`src/rtl/prog_loader_pkg.sv`:
```
// Shared types and defaults for the program loader: FSM states, geometry defaults, checksum helpers.
package prog_loader_pkg;

  localparam int unsigned DEF_DEPTH   = 256;
  localparam int unsigned DEF_AW      = 8;
  localparam int unsigned DEF_TIMEOUT = 1000;
  localparam int unsigned CSUM_W      = 8;

  typedef enum logic [2:0] {
    ST_IDLE,
    ST_LEN,
    ST_DATA,
    ST_SUM,
    ST_RUN,
    ST_ERR
  } state_t;

  typedef logic [CSUM_W-1:0] csum_t;

  // Modulo-256 running sum of the data bytes.
  function automatic csum_t csum_add(input csum_t acc, input logic [7:0] b);
    return acc + b;
  endfunction

  // States in which the loader is waiting for stream bytes.
  function automatic logic is_loading(input state_t s);
    return (s == ST_LEN) || (s == ST_DATA) || (s == ST_SUM);
  endfunction

endpackage

```
`src/rtl/prog_ram.sv`:
```
// Program RAM: DEPTH x 8 storage, one synchronous write port, one asynchronous read port, no reset.
module prog_ram
  import prog_loader_pkg::*;
#(
  parameter int unsigned DEPTH = DEF_DEPTH,
  parameter int unsigned AW    = DEF_AW
) (
  input  logic          clk,
  input  logic          i_we,
  input  logic [AW-1:0] i_waddr,
  input  logic [7:0]    i_wdata,
  input  logic [AW-1:0] i_raddr,
  output logic [7:0]    o_rdata
);

  logic [7:0] r_mem [DEPTH];

  always_ff @(posedge clk) begin
    if (i_we) r_mem[i_waddr] <= i_wdata;
  end

  assign o_rdata = r_mem[i_raddr];

endmodule

```
`src/rtl/prog_loader.sv`:
```
// Byte-stream program loader: LEN / data / SUM frame into program RAM, holds the core until a good checksum.
// Optional per-byte idle timeout enabled by defining PROG_LOADER_TIMEOUT_EN.
module prog_loader
  import prog_loader_pkg::*;
#(
  parameter int unsigned DEPTH   = DEF_DEPTH,
  parameter int unsigned AW      = DEF_AW,
  parameter int unsigned TIMEOUT = DEF_TIMEOUT
) (
  input  logic       clk,
  input  logic       CLB,
  input  logic       start,
  input  logic [7:0] in_data,
  input  logic       in_valid,
  output logic       in_ready,
  input  logic [7:0] pc,
  output logic [7:0] ins,
  output logic       core_hold,
  output logic       load_done,
  output logic       load_err
);

  // Counter is one bit wider than the RAM address so a full-depth frame can terminate.
  localparam int unsigned LW = AW + 1;

  if (DEPTH > 256 || (32'd1 << AW) != DEPTH || TIMEOUT == 0) begin : g_bad_cfg
    $error("prog_loader: unsupported DEPTH/AW/TIMEOUT combination");
  end

  state_t        r_state, w_state_nxt;
  logic [LW-1:0] r_addr, w_addr_nxt, w_addr_inc;
  logic [LW-1:0] r_len, w_len_nxt;
  csum_t         r_acc, w_acc_nxt;
  logic          w_accept;
  logic          w_we;
  logic          w_timeout;
  logic          r_in_ready, w_in_ready_nxt;
  logic          r_core_hold, w_core_hold_nxt;
  logic          r_load_done, w_load_done_nxt;
  logic          r_load_err, w_load_err_nxt;

  assign w_accept   = in_valid && r_in_ready;
  assign w_addr_inc = r_addr + 1'b1;

`ifdef PROG_LOADER_TIMEOUT_EN
  localparam int unsigned TW = $clog2(TIMEOUT + 1);

  logic [TW-1:0] r_idle, w_idle_nxt;

  assign w_timeout = is_loading(r_state) && !w_accept && (r_idle == TW'(TIMEOUT - 1));

  // Idle count restarts on every accepted byte, every restart and every state change.
  always_comb begin
    w_idle_nxt = '0;
    if (!start && !w_accept && is_loading(r_state) && (w_state_nxt == r_state))
      w_idle_nxt = r_idle + 1'b1;
  end

  always_ff @(posedge clk) begin
    if (CLB) r_idle <= '0;
    else     r_idle <= w_idle_nxt;
  end
`else
  assign w_timeout = 1'b0;
`endif

  always_ff @(posedge clk) begin
    if (CLB) begin
      r_state     <= ST_IDLE;
      r_addr      <= '0;
      r_len       <= '0;
      r_acc       <= '0;
      r_in_ready  <= 1'b0;
      r_core_hold <= 1'b1;
      r_load_done <= 1'b0;
      r_load_err  <= 1'b0;
    end else begin
      r_state     <= w_state_nxt;
      r_addr      <= w_addr_nxt;
      r_len       <= w_len_nxt;
      r_acc       <= w_acc_nxt;
      r_in_ready  <= w_in_ready_nxt;
      r_core_hold <= w_core_hold_nxt;
      r_load_done <= w_load_done_nxt;
      r_load_err  <= w_load_err_nxt;
    end
  end

  // Next state, datapath updates and registered-output next values.
  always_comb begin
    w_state_nxt = r_state;
    w_addr_nxt  = r_addr;
    w_len_nxt   = r_len;
    w_acc_nxt   = r_acc;
    w_we        = 1'b0;

    if (start) begin
      // Restart wins over a same-cycle byte: it is consumed but never written.
      w_state_nxt = ST_LEN;
      w_addr_nxt  = '0;
      w_acc_nxt   = '0;
    end else begin
      case (r_state)
        ST_IDLE, ST_RUN, ST_ERR: ;
        ST_LEN: begin
          if (w_accept) begin
            w_addr_nxt = '0;
            w_acc_nxt  = '0;
            if ({1'b0, in_data} > 9'(DEPTH)) begin
              w_state_nxt = ST_ERR;
            end else begin
              w_len_nxt   = (in_data == 8'd0) ? LW'(DEPTH) : LW'(in_data);
              w_state_nxt = ST_DATA;
            end
          end
        end
        ST_DATA: begin
          if (w_accept) begin
            w_we       = 1'b1;
            w_addr_nxt = w_addr_inc;
            w_acc_nxt  = csum_add(r_acc, in_data);
            if (w_addr_inc == r_len) w_state_nxt = ST_SUM;
          end
        end
        ST_SUM: begin
          if (w_accept) w_state_nxt = (in_data == r_acc) ? ST_RUN : ST_ERR;
        end
        default: w_state_nxt = ST_IDLE;
      endcase
      if (w_timeout) w_state_nxt = ST_ERR;
    end

    w_in_ready_nxt  = is_loading(w_state_nxt);
    w_core_hold_nxt = (w_state_nxt != ST_RUN);
    w_load_done_nxt = (w_state_nxt == ST_RUN) && (r_state != ST_RUN);
    w_load_err_nxt  = (w_state_nxt == ST_ERR);
  end

  prog_ram #(
    .DEPTH (DEPTH),
    .AW    (AW)
  ) u_ram (
    .clk     (clk),
    .i_we    (w_we && !CLB),
    .i_waddr (r_addr[AW-1:0]),
    .i_wdata (in_data),
    .i_raddr (pc[AW-1:0]),
    .o_rdata (ins)
  );

  assign in_ready  = r_in_ready;
  assign core_hold = r_core_hold;
  assign load_done = r_load_done;
  assign load_err  = r_load_err;

endmodule
```
`config.mk`:
```
export PLATFORM = sky130hd
export DESIGN_NAME = prog_loader
export DESIGN_NICKNAME = d
export VERILOG_FILES = /design/src/rtl/prog_loader_pkg.sv /design/src/rtl/prog_ram.sv /design/src/rtl/prog_loader.sv
export SDC_FILE = /design/constraint.sdc
export NUM_CORES = 2
export LEC_CHECK = 0
export BUFFER_PORTS_ARGS = -buffer_cell sky130_fd_sc_hd__clkbuf_2
export CAP_MARGIN = 30
export CORE_ASPECT_RATIO = 1.75
export CORE_MARGIN = 5
export CORE_UTILIZATION = 35
export DETAILED_ROUTE_END_ITERATION = 7
export PLACE_DENSITY = 0.58
export SLEW_MARGIN = 20
export SYNTH_ARGS = -nofsm -noshare
export SYNTH_HDL_FRONTEND = slang
export SYNTH_SLANG_ARGS = --single-unit
```
`constraint.sdc`:
```
create_clock -name clk -period 2.55 [get_ports clk]
set_input_delay 0.255 -clock clk [delete_from_list [all_inputs] [get_ports clk]]
set_output_delay 0.255 -clock clk [all_outputs]
set_load 0.005 [all_outputs]
```
==> summary.txt <==
Status = finished, violations left
Violated checks = negative setup slack
Power Dens Cells = 688.8 mW/mm²
Num CTS Buffers = 179
Post-route insts no fill = 7771
TritonCTS clock tree = done
Vias in the first global route = 43720
Leak = 31.60 nW
Yosys warning count = 0
Initial DRC count = 3607
Synthesized net count = 3842
HP Class = primary input to flip-flop
Routed len/inst = 29.23 µm
Async S/R FF share, synth = 0%
Required time of the critical path = 2.30 ns
Synthesized area = 0.08057 mm²
Period utilization = 131.1%
Comb pwr share = 5.7%
Cell Int Power = 53.68 mW
Routed wire length = 227100 µm
Total gr overflow = 0
Placed cell area = 0.09091 mm²
Sw frac = 21.29%
Gr usage total = 18.40%
Critical path launch point type = flip-flop
CP endpoint = ins[6]
Post-layout util = 43.10%
Clock period minus worst slack = 3.343 ns
CTS clock-pin slew for the worst setup and hold paths = 0.07 ns
H-tree Lvls = 4
Reg2Reg Setup Slack = -0.07 ns
Synth cell types = 60
F_max = 299.1 MHz
Post-Syn Area per Cell = 21.15 µm²
Cells after DPL = 7432
FP Rows = 233
Clock Root Buffer = clkbuf_16
I/O pin cnt = 32
TritonRoute pass-1 iters = 5
Largest net degree at the start of global routing = 209
Crit. Startpoint = u_ram.r_mem[239][6]
Die area = 0.2403 mm²
Reg-to-Reg End = u_ram.r_mem[30][3]
Die width = 372.7 µm
Rel. slew slack = 22.68%
CP Max Fanout = 1
Yosys top cell by area = edfxtp_1
Longest Clk Path Bufs = 4
Min Hold Slack = 0.02213 ns
IO Port Bufs = 31
ANT nets after route = 0
Chip height = 644.7 µm
Worst R2R Start = r_state[2]
Net Sw Power = 14.52 mW
Synth top area share = 76.33%
Hold Violations, Final = 0
Final setup margin = -0.7933 ns
Final HPWL DP = 152400 µm
Starting density of the core = 35.07%
Synth top area cells = edfxtp_1 (76%), mux4_2 (14%), nor2_1 (1.5%)
Fin. max-slew vios = 0
Maxcap violations = 0
Critical Path Sink Type = primary output
Clk_skew = 0.02371 ns
IR drop worst, VDD = 436.1 µV
Sequential fraction of the synthesis area = 77.15%
Share of post-route cells with drive strength above 1 = 39.14%
Final GP Congestion = 0.8593
FF-to-FF path depth = 10
Area Growth Syn to Fin = 22.89%
Vias post-DR = 41190
First-pass GRT wire length = 321400 µm
Crit Path Category = flip-flop to primary output
Core box area = 0.2297 mm²
Ys flop type = edfxtp_1
Final net count = 4607
Later-pin clock latency in the skew report = 0.81 ns
Design Area, Final = 0.09901 mm²
Arrival @ worst endpoint = 3.09 ns
Flop and latch count out of synthesis = 2081
Worst-Margin Slew = 1.160 ns
Clk pwr share = 39.3%
Setup-failing EPs final = 197
Clk sink count = 2081
RSZ-0062 raised after global routing = yes
Initial antenna violation count = 9
Number of remaining DRC errors = 0
Total negative slack = -12.24 ns
Post-synthesis cell count = 3810
Reg power frac = 55.0%
Post-synth EDFFs = 2048
Drt via density = 5.300
==> through the flow <==
step	setup slack, ns	power, mW
after CTS	-0.8961	68.74
after detailed placement	-1.560	42.00
after global routing	-0.8232	70.18
after global placement	-1.677	41.96
after floorplan	-0.1430	39.89
final	-0.7933	68.20
==> layout make-up <==
| type | count | area, µm² |
|---|---|---|
| timing repair buffer | 816 | 8264 |
| sequential | 2081 | 62160 |
| fill | 19880 | 130700 |
| clock buffer | 208 | 4662 |
| inverter | 10 | 37.54 |
| antenna | 5 | 12.51 |
| clock inverter | 109 | 920.9 |
| multi-input combinational | 1487 | 19130 |
| tap | 3055 | 3822 |
==> kinds of logic after synthesis <==
family	after synthesis	share of synthesized area, %
compound gates	360	3.072
xor+xnor	24	0.2609
fa+ha+maj	12	0.1957
buf+inv	242	1.542
flops	2081	77.15
mux	587	14.89
simple gates	504	2.882
==> metal layers <==
metal | vias up | track usage, % | share of wire, %
li1 | 17450 | - | -
met1 | 22050 | 19.49 | 34
met2 | 1270 | 35.42 | 56
met3 | 417 | 2.130 | 4.2
met4 | 0 | 9.884 | 6.5
met5 | - | 0 | 0
==> power by group through the flow <==
stage          clock [mW]  combinational (mW)  sequential [mW]
2_1_floorplan           0                1.61             38.3
3_3_place_gp            0                3.68             38.3
3_5_place_dp            0                3.73             38.3
4_1_cts              27.3                3.92             37.5
5_1_grt              28.6                4.09             37.5
6_report             26.8                3.90             37.5
==> cells in the final DEF, fill, tap and decap left out, types with 8 or more instances in the layout <==
cell type,Yosys,final
a211oi_4,0,8
a21oi_1,70,46
a21oi_2,0,14
a21oi_4,0,10
a221oi_1,16,8
a22o_1,32,24
a22o_4,0,8
a22oi_1,65,58
buf_12,0,114
buf_4,54,545
buf_6,6,100
buf_8,0,14
bufinv_16,0,14
clkbuf_1,96,25
clkbuf_16,0,188
clkbuf_2,0,16
clkinv_1,1,39
clkinv_2,0,39
clkinvlp_4,0,8
dfxtp_1,33,30
edfxtp_1,2048,2048
ha_1,11,11
inv_1,9,9
mux2i_1,94,91
mux4_2,489,489
nand2_1,56,40
nand2_2,2,12
nand2b_1,8,8
nand3_1,17,9
nand3_2,2,8
nor2_1,315,182
nor2_2,1,45
nor2_4,0,89
nor4_1,20,13
nor4b_4,0,8
o21ai_0,24,17
o221ai_1,32,25
o22ai_1,81,70
xnor2_1,17,17
==> critical path, cell delays in order (launching register included) <==
cell and delay (ns):
edfxtp_1 0.36, mux4_2 0.50, a22o_1 0.30, a211oi_1 0.26
a21oi_1 0.14, a31oi_1 0.46, nor3_4 0.12, buf_2 0.15
==> synthesized netlist by cell type (10+ instances only) <==
cell / number
nor4b_1: 14
o21ai_0: 24
o22ai_1: 81
a22oi_1: 65
mux2i_1: 94
edfxtp_1: 2048
clkbuf_1: 96
nor4_1: 20
buf_4: 54
nand3_1: 17
a21oi_1: 70
mux4_2: 489
nand2_1: 56
nor3_1: 10
buf_2: 69
ha_1: 11
o221ai_1: 32
dfxtp_1: 33
a22o_1: 32
a221oi_1: 16
nor2_1: 315
xnor2_1: 17
a211oi_1: 18
==> worst min path at each step <==
stage          depth (start not counted)       start                   to
2_1_floorplan                          1         CLB             in_ready
3_3_place_gp                           2    r_acc[6]             r_acc[6]
3_5_place_dp                           2    r_acc[6]             r_acc[6]
4_1_cts                                5  in_data[3]             r_acc[3]
5_1_grt                                2  in_data[2]  u_ram.r_mem[213][2]
6_report                               2  in_data[2]  u_ram.r_mem[213][2]
==> sequential cells by signal, summed over array words and instances, names as in the netlist <==
register and cells:
u_ram.r_mem 2048, r_addr 9, r_len 9, r_acc 8
r_state 3, core_hold 1, in_ready 1, load_done 1
load_err 1
==> timing repair <==
action | 4_1_cts | 5_1_grt
cloned | 3 | 6
hold buffers | 7 | 0
pin swaps | 63 | 41
gates resized for setup | 268 | 195
endpoints found under the setup margin | 726 | 1439
setup buffers | 17 | 5
hold endpoints to repair | 100 | 0
Note: power is estimated with default switching activity, not from simulation.
